### src/rtl/downcounter_8bit.sv
`default_nettype none
// ============================================================================
//  Module      : downcounter_8bit
//  Description : Loadable down-counting interval timer. It counts from a loaded
//                value to zero on enabled cycles and flags the terminal count
//                with a one-cycle tc pulse. An optional auto-reload mode turns
//                it into a periodic tick source.
//  Revision    : 1.0  initial release
// ============================================================================
module downcounter_8bit #(
    parameter int WIDTH       = 8,
    parameter int AUTO_RELOAD = 0
) (
    input  logic             clk,
    input  logic             reset,
    input  logic             load,
    input  logic [WIDTH-1:0] din,
    input  logic             start,
    input  logic             stop,
    input  logic             en,
    output logic [WIDTH-1:0] Qout,
    output logic             tc,
    output logic             busy,
    output logic             done
);

    // ------------------------------------------------------------------------
    // Constants
    // ------------------------------------------------------------------------
    localparam logic [WIDTH-1:0] C_ZERO        = '0;
    localparam logic [WIDTH-1:0] C_ONE         = WIDTH'(1);
    localparam bit               C_AUTO_RELOAD = (AUTO_RELOAD != 0);

    // ------------------------------------------------------------------------
    // State encoding
    // ------------------------------------------------------------------------
    typedef enum logic [1:0] {
        ST_IDLE = 2'd0,
        ST_RUN  = 2'd1,
        ST_DONE = 2'd2
    } state_t;

    state_t           state_q,  state_d;
    logic [WIDTH-1:0] count_q,  count_d;
    logic [WIDTH-1:0] reload_q, reload_d;
    logic             tc_q,     tc_d;
    logic             busy_q,   busy_d;
    logic             done_q,   done_d;

    // ------------------------------------------------------------------------
    // Count decode helpers
    // ------------------------------------------------------------------------
    logic             w_count_zero;
    logic             w_count_one;
    logic             w_reload_zero;
    logic [WIDTH-1:0] w_count_dec;

    assign w_count_zero  = (count_q == C_ZERO);
    assign w_count_one   = (count_q == C_ONE);
    assign w_reload_zero = (reload_q == C_ZERO);
    // Only consumed when the count is above one, so it can never wrap.
    assign w_count_dec   = count_q - C_ONE;

    // Next-state, next-count and terminal-count pulse; priority is
    // load > stop > start > count (reset handled in the register block).
    always_comb begin
        state_d  = state_q;
        count_d  = count_q;
        reload_d = reload_q;
        tc_d     = 1'b0;

        if (load) begin
            count_d  = din;
            reload_d = din;
            state_d  = ST_IDLE;
        end else if (stop) begin
            // Abort a running count and freeze the value; in IDLE/DONE stop
            // simply masks start for this cycle.
            if (state_q == ST_RUN) begin
                state_d = ST_IDLE;
            end
        end else begin
            unique case (state_q)
                ST_IDLE: begin
                    if (start) begin
                        if (w_count_zero) begin
                            // Nothing to count: terminate immediately.
                            state_d = ST_DONE;
                            tc_d    = 1'b1;
                        end else begin
                            state_d = ST_RUN;
                        end
                    end
                end

                ST_RUN: begin
                    // start is ignored while running; en qualifies each step.
                    if (en) begin
                        if (w_count_zero) begin
                            // Only reachable in auto-reload mode, one enabled
                            // cycle after the terminal count.
                            if (C_AUTO_RELOAD) begin
                                count_d = reload_q;
                            end else begin
                                state_d = ST_DONE;
                            end
                        end else if (w_count_one) begin
                            count_d = C_ZERO;
                            tc_d    = 1'b1;
                            if (!C_AUTO_RELOAD) begin
                                state_d = ST_DONE;
                            end
                        end else begin
                            count_d = w_count_dec;
                        end
                    end
                end

                ST_DONE: begin
                    count_d = C_ZERO;
                    if (start) begin
                        if (w_reload_zero) begin
                            // Zero-length interval: re-flag terminal count.
                            tc_d = 1'b1;
                        end else begin
                            count_d = reload_q;
                            state_d = ST_RUN;
                        end
                    end
                end

                default: begin
                    state_d = ST_IDLE;
                    count_d = C_ZERO;
                end
            endcase
        end

        // Status flags are registered copies of the next state.
        busy_d = (state_d == ST_RUN);
        done_d = (state_d == ST_DONE);
    end

    // State and output registers with synchronous active-high reset.
    always_ff @(posedge clk) begin
        if (reset) begin
            state_q  <= ST_IDLE;
            count_q  <= C_ZERO;
            reload_q <= C_ZERO;
            tc_q     <= 1'b0;
            busy_q   <= 1'b0;
            done_q   <= 1'b0;
        end else begin
            state_q  <= state_d;
            count_q  <= count_d;
            reload_q <= reload_d;
            tc_q     <= tc_d;
            busy_q   <= busy_d;
            done_q   <= done_d;
        end
    end

    // ------------------------------------------------------------------------
    // Outputs
    // ------------------------------------------------------------------------
    assign Qout = count_q;
    assign tc   = tc_q;
    assign busy = busy_q;
    assign done = done_q;

endmodule
`default_nettype wire

### config.mk
export PLATFORM = sky130hd
export DESIGN_NAME = downcounter_8bit
export DESIGN_NICKNAME = d
export VERILOG_FILES = /design/src/rtl/downcounter_8bit.sv
export SDC_FILE = /design/constraint.sdc
export NUM_CORES = 1
export LEC_CHECK = 0
export CORE_ASPECT_RATIO = 2
export CORE_MARGIN = 3
export CORE_UTILIZATION = 45
export DETAILED_ROUTE_END_ITERATION = 12
export DONT_BUFFER_PORTS = 1
export PLACE_DENSITY_LB_ADDON = 0.12
export SLEW_MARGIN = 40
export SYNTH_ARGS = -nofsm -noshare
export SYNTH_HDL_FRONTEND = slang
export SYNTH_SLANG_ARGS = --single-unit
### constraint.sdc
create_clock -name clk -period 1.95 [get_ports clk]
set_input_delay 0.39 -clock clk [delete_from_list [all_inputs] [get_ports clk]]
set_output_delay 0.39 -clock clk [all_outputs]
set_load 0.03 [all_outputs]
==> Implementation_results.wiki, run 1 <==
{| class="wikitable"
! Metric !! Value
|-
| Result of the run || finished clean
|-
| Clock tree root buffer cell || sky130_fd_sc_hd__clkbuf_8
|-
| Total die area || 3620 um^2
|-
| Signed area change from the synthesized netlist to the final layout || 11.9%
|-
| Number of flops mapped to enable cells by yosys || 0
|-
| Startpoint of the worst setup timing path || state_q[1]
|-
| Final design utilization || 52.8%
|-
| Count of pins over their slew limit || 0
|-
| Detailed Place HPWL || 2680 um
|-
| Actual slew at the worst max-slew pin || 0.556 ns
|-
| Netlist area before placement || 1310 um^2
|-
| TritonCTS buffer count || 3
|-
| Maximum buffer depth of the clock tree || 2
|-
| Fraction of power spent switching nets || 29.3%
|-
| Combined global-route utilization of all metal layers || 20.8%
|-
| Total number of vias || 1,209
|-
| Number of standard cells after synthesis || 155
|-
| Hold Startpoint || reset
|-
| Die Ht || 82.2 um
|-
| Most instantiated cells after synthesis || sky130_fd_sc_hd__dfxtp_1 (21), sky130_fd_sc_hd__nand2_1 (18), sky130_fd_sc_hd__nor2_1 (18)
|-
| Slowest cell delay on critical path || 0.41 ns
|-
| RSZ-0062 raised after global routing || no
|-
| Flops & latches, synth || 21
|-
| Net switching power || 0.000284 W
|-
| Number of DRC markers after the initial detailed-route iteration || 26
|-
| Largest voltage drop on the vdd net || 0.418 mV
|-
| Worst setup slack before clock tree synthesis || 0.0963 ns
|-
| Portion of total power attributed to combinational logic || 21.3%
|-
| IO Port Bufs || 0
|-
| Global-route wire length before repair || 5680 um
|-
| Reported max-cap violation count || 0
|-
| Number of setup buffers added after CTS || 0
|-
| Share of final-layout standard cells stronger than drive strength 1 || 14.5%
|-
| Antenna diode count || 0
|-
| Final Hold Violating Endpoints || 0
|-
| Vias in the first global route || 1,303
|-
| Post-synthesis area per instance || 8.43 um^2
|-
| Share of the clock period used by the worst path after layout || 91.0%
|-
| Power share of the sequential group || 49.3%
|-
| Post-Route Setup TNS || 0 ns
|-
| Pwr dens || 663 nW/um^2
|-
| Cell class contributing the biggest share of worst-path delay || simple AND/OR/NAND/NOR gates
|-
| Top cell type by total area after synthesis || sky130_fd_sc_hd__dfxtp_1
|-
| Critical Setup Path Class || register to register
|-
| Worst Path Arrival || 1.91 ns
|-
| Clock tree sinks || 21
|-
| CP Cell Sequence || inv_1, ha_1, nor2_1, or2_2, o31ai_4, a22oi_1, o22ai_1
|-
| Count of endpoints failing setup in the final report || 0
|-
| Remaining routing DRC violations || 0
|-
| Total number of placement rows || 27
|-
| Maximum level of the CTS H-tree || 1
|-
| TritonCTS clock tree || yes
|-
| GRT overflow || 0
|-
| Final wirelength || 3360 um
|-
| Final critical-path setup slack || 0.176 ns
|-
| Worst hold-check slack || 0.194 ns
|-
| Synthesis Warnings || 0
|-
| Most common cell in the synthesized netlist || sky130_fd_sc_hd__dfxtp_1
|-
| Initial Util || 47.2%
|-
| Routed vias/inst || 6.20
|-
| Setup skew after layout || 0.00417 ns
|-
| Die width || 44.1 um
|-
| Critical-path maximum fanout || 5
|-
| Post-synthesis cell type count || 38
|-
| Type of the worst min-delay path || input pin to register
|-
| FF-to-FF Start || state_q[1]
|-
| Data required time of the worst path || 2.09 ns
|-
| Average detailed-routed wire length per instance || 17.2 um
|-
| Async set-or-reset flop fraction in the synthesized netlist || 0%
|-
| Number of antenna violations at the first check in global routing || 0
|-
| Global placement routability congestion || 0.811
|-
| Max Freq || 564 MHz
|-
| Area share of the largest cell type after synthesis || 32.2%
|-
| Sequential-to-total area share from yosys stat || 32.2%
|-
| Post-synthesis net count || 177
|-
| Largest net degree at the start of global routing || 24
|-
| Power, Total || 0.000970 W
|-
| Master of the slowest instance on the critical path || sky130_fd_sc_hd__dfxtp_1
|-
| Most frequently used flop master after synthesis || sky130_fd_sc_hd__dfxtp_1
|-
| Relative contribution of the clock network to total power || 29.4%
|-
| Min Tclk post-route || 1.77 ns
|-
| Critical Path Sink Type || register
|-
| Worst-Skew Late Latency || 0.26 ns
|-
| Largest cells by area after synthesis || sky130_fd_sc_hd__dfxtp_1 (32%), sky130_fd_sc_hd__ha_1 (7.7%), sky130_fd_sc_hd__a22oi_1 (6.9%), sky130_fd_sc_hd__nand2_1 (5.2%), sky130_fd_sc_hd__nor2_1 (5.2%)
|-
| Clock-pin slew reported for the worst setup and hold paths after clock tree synthesis || 0.08 ns
|-
| Net total in the final layout || 189
|-
| ANT nets after route || 0
|-
| Worst slew margin || 62.6%
|-
| First-pass DRT Iterations || 4
|-
| Reported leakage power || 0.570 nW
|-
| Io pins || 25
|-
| Type of origin of the critical path || register
|-
| Internal power summed over all cells || 0.000685 W
|-
| Core ar. || 2770 um^2
|-
| CP Buf/Inv Count || 1
|}
==> timing repair <==
item,4_1_cts,5_1_grt
gates resized for setup,0,2
setup endpoints to repair,0,2
hold buffers,0,0
==> power by group through the flow <==
stage,Combinational [W],Sequential [W],Clock (W)
floorplan,0.000146,0.000503,0
global placement,0.000205,0.000487,0
detailed placement,0.000207,0.000488,0
CTS,0.000208,0.000478,0.000293
global route,0.000230,0.000480,0.000313
finish,0.000207,0.000478,0.000285
==> layout by cell type, fill, tap and decap left out, drive strengths merged, types with 2 or more instances in the layout <==
| cell | count |
|---|---|
| dfxtp | 21 |
| nor2 | 18 |
| nand2 | 18 |
| a22oi | 12 |
| buf | 12 |
| a21oi | 8 |
| ha | 8 |
| inv | 6 |
| o22ai | 6 |
| mux2i | 5 |
| nand3 | 5 |
| nor4 | 5 |
| nor3 | 4 |
| nand2b | 4 |
| clkbuf | 4 |
| xnor2 | 3 |
| a31oi | 3 |
| or2 | 2 |
| a21boi | 2 |
| o221ai | 2 |
| a211o | 2 |
| xor2 | 2 |
| o2111ai | 2 |
| o31ai | 2 |
==> flip-flops by register name (all words and copies together) (netlist names) <==
signal,cells
tc,1
reload_q,8
busy,1
Qout,8
done,1
state_q,2
==> worst paths after layout <==
| kind | endpoint | slack, ns | cells past startpoint |
|---|---|---|---|
| worst min register to register | reload_q[0] | 0.51 | 2 |
| worst max register to register | Qout[7] | 0.18 | 7 |
| worst max-delay path | Qout[7] | 0.18 | 7 |
| worst min-delay path | reload_q[2] | 0.19 | 1 |
==> final cells by class <==
type,instances,area [um^2]
repair buffers,12,90.1
fillers,288,1310
inverters,6,22.5
well taps,29,36.3
multi-input cells,123,846
clock buffers,4,45.0
flip-flops and latches,21,422
==> kinds of logic after synthesis <==
| logic type | Yosys count | share of synthesized area (%) |
|---|---|---|
| flip-flops | 21 | 32.2 |
| multiplexers | 5 | 3.83 |
| adder cells (fa/ha/maj) | 8 | 7.66 |
| buffers and inverters | 11 | 3.16 |
| XOR/XNOR | 5 | 3.35 |
| AND/OR/NAND/NOR | 63 | 24.0 |
| AO/OA/AOI/OAI | 42 | 25.8 |
==> worst reg2reg max path, stage by stage, from the launching register on <==
cell and delay, ns:
sky130_fd_sc_hd__dfxtp_1 0.41, sky130_fd_sc_hd__inv_1 0.13, sky130_fd_sc_hd__ha_1 0.26, sky130_fd_sc_hd__nor2_1 0.28, sky130_fd_sc_hd__or2_2 0.19, sky130_fd_sc_hd__o31ai_4 0.10, sky130_fd_sc_hd__a22oi_1 0.18, sky130_fd_sc_hd__o22ai_1 0.11
==> through the flow <==
step                std cells  instance area, um^2
floorplan                 155                 1310
global placement          191                 1410
detailed placement        191                 1410
CTS                       195                 1460
global route              195                 1460
finish                    195                 1460
==> metal layers <==
| metal | track usage (%) | wire, um |
|---|---|---|
| met5 | 0 | 0 |
| met4 | 11.2 | 108 |
| met3 | 3.90 | 180 |
| met2 | 39.0 | 1920 |
| met1 | 20.5 | 1150 |
No activity file was read; power rests on OpenSTA's default activity.
==> run 2: changes to the inputs <==
CORE_ASPECT_RATIO = unset   (was 2)
CORE_UTILIZATION = 61   (was 45)
REMOVE_ABC_BUFFERS = 1   (was unset)
==> run 2 against run 1 <==
Worst hold slack worse by 0.060 ns. Via count up 0.50%. Sequential cell count unchanged.
==> Implementation_results.wiki, run 2 (synthesized netlist as in run 1, its figures left out) <==
{| class="wikitable"
! Metric !! Value
|-
| Global-route wire length before repair || 5060 um (-11%)
|-
| Routed vias/inst || 6.30 (+1.5%)
|-
| FF-to-FF Start || state_q[1]
|-
| Worst slew margin || 65.2% (+2.6 points)
|-
| Critical Path Sink Type || register
|-
| Antenna diode count || 0 (unchanged)
|-
| Final Hold Violating Endpoints || 0 (unchanged)
|-
| Number of DRC markers after the initial detailed-route iteration || 35 (+35%)
|-
| Maximum buffer depth of the clock tree || 2 (unchanged)
|-
| Master of the slowest instance on the critical path || sky130_fd_sc_hd__dfxtp_1
|-
| Average detailed-routed wire length per instance || 16.0 um (-7.0%)
|-
| Capture point of the worst reg-to-reg path || Qout[4]
|-
| Vias in the first global route || 1,156 (-11%)
|-
| Reported max-cap violation count || 0 (unchanged)
|-
| Final wirelength || 3100 um (-7.9%)
|-
| Slowest cell delay on critical path || 0.43 ns (+0.02 ns)
|-
| TritonCTS buffer count || 3 (unchanged)
|-
| Die Ht || 52.3 um (-36%)
|-
| Worst setup slack before clock tree synthesis || 0.143 ns (+0.0467 ns)
|-
| RSZ-0062 raised after global routing || no
|-
| Cell class contributing the biggest share of worst-path delay || simple AND/OR/NAND/NOR gates
|-
| Hold Startpoint || reset
|-
| Worst Path Arrival || 2.01 ns (+0.10 ns)
|-
| Global placement routability congestion || 0.946 (+17%)
|-
| Remaining routing DRC violations || 0 (unchanged)
|-
| ANT nets after route || 0 (unchanged)
|-
| Critical Setup Path Class || register to register
|-
| Final design utilization || 71.9% (+19 points)
|-
| Max Freq || 551 MHz (-2.2%)
|-
| GRT overflow || 0 (unchanged)
|-
| CP Buf/Inv Count || 1 (unchanged)
|-
| Share of final-layout standard cells stronger than drive strength 1 || 13.9% (-0.60 points)
|-
| Fillers || 166 (-42%)
|-
| Actual slew at the worst max-slew pin || 0.517 ns (-0.0389 ns)
|-
| R2r setup slk || 0.14 ns (-0.04 ns)
|-
| Endpoint, Worst Hold || reload_q[1]
|-
| Min Tclk post-route || 1.81 ns (+0.0401 ns)
|-
| Reported leakage power || 0.562 nW (-1.5%)
|-
| Pwr dens || 622 nW/um^2 (-6.2%)
|-
| Type of the worst min-delay path || input pin to register
|-
| Critical-path maximum fanout || 5 (unchanged)
|-
| Type of origin of the critical path || register
|-
| Total die area || 2730 um^2 (-25%)
|-
| Logic depth of the worst register-to-register path || 7 (unchanged)
|-
| Maximum level of the CTS H-tree || 1 (unchanged)
|-
| Die width || 52.3 um (+19%)
|-
| First-pass DRT Iterations || 4 (unchanged)
|-
| Worst-Skew Late Latency || 0.30 ns (+0.04 ns)
|-
| Core ar. || 2000 um^2 (-28%)
|-
| Final critical-path setup slack || 0.136 ns (-0.0401 ns)
|-
| TritonCTS clock tree || yes
|-
| Clock tree root buffer cell || sky130_fd_sc_hd__clkbuf_4
|-
| CP Cell Sequence || inv_1, ha_1, nor2_1, or2_2, o31ai_4, a22oi_1, o22ai_1
|-
| Net total in the final layout || 189 (unchanged)
|-
| Result of the run || finished clean
|-
| Post-route insts no fill || 193 (-1.0%)
|-
| Power, Total || 0.000896 W (-7.6%)
|-
| Post-CTS Hold Fix Bufs || 0 (unchanged)
|-
| Count of pins over their slew limit || 0 (unchanged)
|-
| Detailed Place HPWL || 2340 um (-13%)
|-
| Share of the clock period used by the worst path after layout || 93.0% (+2.1 points)
|-
| Worst hold path stage count || 1 (unchanged)
|-
| Io pins || 25 (unchanged)
|-
| Number of antenna violations at the first check in global routing || 0 (unchanged)
|-
| IO Port Bufs || 0 (unchanged)
|-
| Data required time of the worst path || 2.14 ns (+0.05 ns)
|-
| Signed area change from the synthesized netlist to the final layout || 10.2%
|-
| Post-Route Setup TNS || 0 ns (unchanged)
|-
| Total number of vias || 1,215 (+0.50%)
|-
| Combined global-route utilization of all metal layers || 24.3% (+3.5 points)
|-
| Total number of placement rows || 16 (-41%)
|-
| Largest voltage drop on the vdd net || 0.454 mV (+8.6%)
|-
| Clock tree sinks || 21 (unchanged)
|-
| Initial Util || 65.3% (+18 points)
|-
| Commonest non-fill, non-tap cell in the layout || sky130_fd_sc_hd__dfxtp_1
|-
| Clock-pin slew reported for the worst setup and hold paths after clock tree synthesis || 0.12 ns (+0.04 ns)
|-
| Highest-count cells in the layout ignoring fill and taps || sky130_fd_sc_hd__dfxtp_1 (20), sky130_fd_sc_hd__nor2_1 (18), sky130_fd_sc_hd__nand2_1 (18)
|-
| Setup skew after layout || 0.00391 ns (-0.000253 ns)
|-
| Instance count after placement with tap cells included || 189 (-1.0%)
|-
| Count of endpoints failing setup in the final report || 0 (unchanged)
|-
| Largest net degree at the start of global routing || 24 (unchanged)
|}
run 2: through the flow:
stage,hold slack (ns),area (um^2)
global route,0.127,1440
floorplan,0.457,1290
detailed placement,0.463,1410
global placement,0.463,1410
finish,0.134,1440
CTS,0.136,1440
run 2: worst max path at each step:
stage	from	endpoint	slack, ns	depth (start not counted)
final	state_q[1]	Qout[4]	0.14	7
after floorplan	Qout[2]	Qout[1]	0.07	5
after CTS	state_q[0]	done	0.13	7
after detailed placement	state_q[0]	done	0.14	7
after global placement	state_q[0]	done	0.20	7
after global routing	state_q[0]	busy	0.01	7
run 2: final cells by class:
cell class | instances | area [um^2] | area share [%]
Timing Repair Buffer | 12 | 90.1 | 6.26
Clock buffer | 4 | 26.3 | 1.83
Inverter | 6 | 22.5 | 1.57
Sequential cell | 21 | 422 | 29.3
Tap cell | 27 | 33.8 | 2.35
Multi-Input combinational cell | 123 | 845 | 58.7
run 2: what timing repair did:
| item | 4_1_cts | 5_1_grt |
|---|---|---|
| gates resized for setup | 0 | 1 |
| buffers inserted | 0 | 0 |
| setup endpoints to repair | 0 | 2 |
run 2: report_power, final:
part           switching (W)  internal (W)  total (W)  leakage (nW)
Combinational       0.000119     0.0000886   0.000207         0.374
Clock               0.000133     0.0000797   0.000213        0.0150
Sequential         0.0000247      0.000451   0.000476         0.173
Total               0.000276      0.000619   0.000896         0.562
run 2: layer usage:
layer | global-route usage, % | wire length [um] | vias up
met2 | 40.8 | 1510 | 45
met1 | 31.5 | 1400 | 562
met3 | 4.56 | 163 | 5
met4 | 7.23 | 31 | 0
met5 | 0 | 0 | -
li1 | - | - | 603
==> run 3: changes to the inputs <==
CORE_UTILIZATION = 65   (was 61)
clock period = 2.1 ns   (was 1.95 ns; I/O delays follow)
==> run 3 against run 2 <==
Fmax decreased by 9.6%. Clock skew decreased by 0.0017 ns. Die area decreased by 5.5%. Cell count decreased by 2.1%. Worst setup slack got worse by 0.042 ns. Global-route usage increased by 3.4 points. Critical endpoint is now busy. Largest cell class unchanged. Core utilization increased by 7.1 points. Sequential power decreased by 7.1%. Routed wire length increased by 4.8%. Non-clock buffer count decreased by 2. Sequential share of layout area increased by 0.25 points. Critical path depth unchanged. Highest routed layer unchanged.
==> Implementation_results.wiki, run 3 (synthesized netlist as in run 1, its figures left out) <==
{| class="wikitable"
! Metric !! Value
|-
| Result of the run || finished clean
|-
| Clock-pin slew reported for the worst setup and hold paths after clock tree synthesis || 0.12 ns (about the same)
|-
| Remaining routing DRC violations || 0 (unchanged)
|-
| Maximum level of the CTS H-tree || 1 (unchanged)
|-
| Post-Route Setup TNS || 0 ns (unchanged)
|-
| Reported max-cap violation count || 0 (unchanged)
|-
| Commonest non-fill, non-tap cell in the layout || sky130_fd_sc_hd__dfxtp_1
|-
| GRT overflow || 0 (unchanged)
|-
| Highest-count cells in the layout ignoring fill and taps || sky130_fd_sc_hd__dfxtp_1 (21), sky130_fd_sc_hd__nor2_1 (18), sky130_fd_sc_hd__nand2_1 (18)
|-
| Initial Util || 72.5% (+7.3 points)
|-
| Share of the clock period used by the worst path after layout || 95.5% (+2.5 points)
|-
| Combined global-route utilization of all metal layers || 27.8% (+3.4 points)
|-
| Signed area change from the synthesized netlist to the final layout || 8.91%
|-
| Number of DRC markers after the initial detailed-route iteration || 75 (+110%)
|-
| Endpoint of the worst setup timing path || busy
|-
| FF-to-FF Start || state_q[0]
|-
| Number of antenna violations at the first check in global routing || 0 (unchanged)
|-
| Core ar. || 1800 um^2 (-10%)
|-
| Final Hold Violating Endpoints || 0 (unchanged)
|-
| Detailed Place HPWL || 2390 um (+1.9%)
|-
| ANT nets after route || 0 (unchanged)
|-
| Number of setup buffers added after CTS || 0 (unchanged)
|-
| Net total in the final layout || 187 (-1.1%)
|-
| Final cell area excluding filler cells || 1420 um^2 (-1.1%)
|-
| Min Tclk post-route || 2.01 ns (+0.192 ns)
|-
| Total number of placement rows || 15 (-1)
|-
| Crit. path cell count || 7 (unchanged)
|-
| TritonCTS buffer count || 3 (unchanged)
|-
| Actual slew at the worst max-slew pin || 0.751 ns (+0.235 ns)
|-
| Critical Setup Path Class || register to register
|-
| Fillers || 130 (-22%)
|-
| Worst-Skew Late Latency || 0.32 ns (+0.02 ns)
|-
| Critical-path maximum fanout || 9 (+4)
|-
| Routed vias/inst || 6.58 (+4.5%)
|-
| Worst Path Arrival || 2.27 ns (+0.26 ns)
|-
| Worst slew margin || 49.7% (-16 points)
|-
| Capture point of the worst reg-to-reg path || busy
|-
| TritonCTS clock tree || yes
|-
| Type of the worst min-delay path || input pin to register
|-
| Master of the slowest instance on the critical path || sky130_fd_sc_hd__dfxtp_1
|-
| Io pins || 25 (unchanged)
|-
| Count of pins over their slew limit || 0 (unchanged)
|-
| Setup skew after layout || 0.00222 ns (-0.00170 ns)
|-
| First-pass DRT Iterations || 4 (unchanged)
|-
| Worst hold path stage count || 1 (unchanged)
|-
| Largest voltage drop on the vdd net || 0.401 mV (-12%)
|-
| Pwr dens || 592 nW/um^2 (-4.8%)
|-
| Logic depth of the worst register-to-register path || 7 (unchanged)
|-
| Largest net degree at the start of global routing || 24 (unchanged)
|-
| CP Buf/Inv Count || 1 (unchanged)
|-
| Die width || 50.8 um (-2.8%)
|-
| Count of endpoints failing setup in the final report || 0 (unchanged)
|-
| Antenna diode count || 0 (unchanged)
|-
| Average detailed-routed wire length per instance || 17.2 um (+7.0%)
|-
| Global placement routability congestion || 0.946 (about the same)
|-
| Type of origin of the critical path || register
|-
| Global-route wire length before repair || 5480 um (+8.2%)
|-
| Vias in the first global route || 1,218 (+5.4%)
|-
| Startpoint of the worst setup timing path || state_q[0]
|-
| Cell class contributing the biggest share of worst-path delay || compound AO/OA/AOI/OAI gates
|-
| Maximum buffer depth of the clock tree || 2 (unchanged)
|-
| Area of placed instances || 1390 um^2 (-1.2%)
|-
| CP Cell Sequence || inv_1, ha_1, and2_2, a21boi_0, o22ai_1, a31oi_1, and4_1
|-
| Clock tree root buffer cell || sky130_fd_sc_hd__clkbuf_4
|-
| Data required time of the worst path || 2.36 ns (+0.22 ns)
|-
| IO Port Bufs || 0 (unchanged)
|-
| Max Freq || 498 MHz (-9.6%)
|-
| Reported leakage power || 0.555 nW (-1.3%)
|-
| Slowest cell delay on critical path || 0.38 ns (-0.05 ns)
|-
| R2r setup slk || 0.09 ns (-0.04 ns)
|-
| Share of final-layout standard cells stronger than drive strength 1 || 13.4% (-0.44 points)
|-
| Total number of vias || 1,243 (+2.3%)
|-
| Critical Path Sink Type || register
|-
| Die Ht || 50.8 um (-2.8%)
|-
| Total die area || 2580 um^2 (-5.5%)
|-
| Clock tree sinks || 21 (unchanged)
|-
| Final wirelength || 3250 um (+4.8%)
|-
| RSZ-0062 raised after global routing || no
|}
[run 3: cell count changes in the layout (fill, tap and decap cells not counted)]
cell                       before  now
sky130_fd_sc_hd__and2_1         1    0
sky130_fd_sc_hd__dfxtp_1       20   21
sky130_fd_sc_hd__clkbuf_1       1    0
sky130_fd_sc_hd__buf_4         12   10
sky130_fd_sc_hd__clkinv_2       0    1
sky130_fd_sc_hd__and2_2         0    1
sky130_fd_sc_hd__dfxtp_2        1    0
[run 3: worst min path at each step]
stage | from | end
after floorplan | reload_q[2] | reload_q[2]
after global placement | reload_q[2] | reload_q[2]
after detailed placement | reload_q[2] | reload_q[2]
after CTS | reset | reload_q[1]
after global routing | reset | reload_q[1]
final | reset | reload_q[1]
[run 3: what timing repair did]
| action | in CTS | in global routing |
|---|---|---|
| gates resized for setup | 0 | 1 |
| setup endpoints to repair | 0 | 1 |
| hold buffers | 0 | 0 |
[run 3: power by group]
part,internal (W),switching (W)
registers,0.000419,0.0000231
logic,0.0000835,0.000114
clock network,0.0000714,0.000132
[run 3: routing by layer]
layer / vias up / share of wire, % / track usage [%] / wire, um
met2: 58 / 48 / 48.0 / 1550
met4: 0 / 1.9 / 10.3 / 63
li1: 588 / - / - / -
met1: 589 / 42 / 33.3 / 1360
met5: - / 0 / 0 / 0
met3: 8 / 8.3 / 6.41 / 270
[run 3: worst register-to-register path: cells and delay by family (launching register included)]
family | cells | cell delay, ns
AND/OR/NAND/NOR | 2 | 0.52
adder cells (fa/ha/maj) | 1 | 0.29
AO/OA/AOI/OAI | 3 | 0.63
buffers and inverters | 1 | 0.13
flip-flops | 1 | 0.38
[run 3: through the flow]
step           std cells  hold WS, ns  utilization (%)  power, W  setup slack [ns]
5_1_grt              189        0.140             79.0  0.000883            0.0325
4_1_cts              189        0.147             78.9  0.000842            0.0454
3_5_place_dp         185        0.478             77.4  0.000644            0.0652
2_1_floorplan        150        0.457                -  0.000594             0.217
6_report             189        0.152             79.0  0.000843            0.0935
3_3_place_gp         185        0.474             77.4  0.000635             0.229
[run 3: cell type report]
| type | instances | area (um^2) | area share, % |
|---|---|---|---|
| clock buffer | 3 | 22.5 | 1.58 |
| clock inverter | 1 | 5.00 | 0.352 |
| inverter | 6 | 22.5 | 1.58 |
| multi-input combinational | 123 | 846 | 59.5 |
| sequential | 21 | 420 | 29.6 |
| tap | 25 | 31.3 | 2.20 |
| timing repair buffer | 10 | 75.1 | 5.28 |
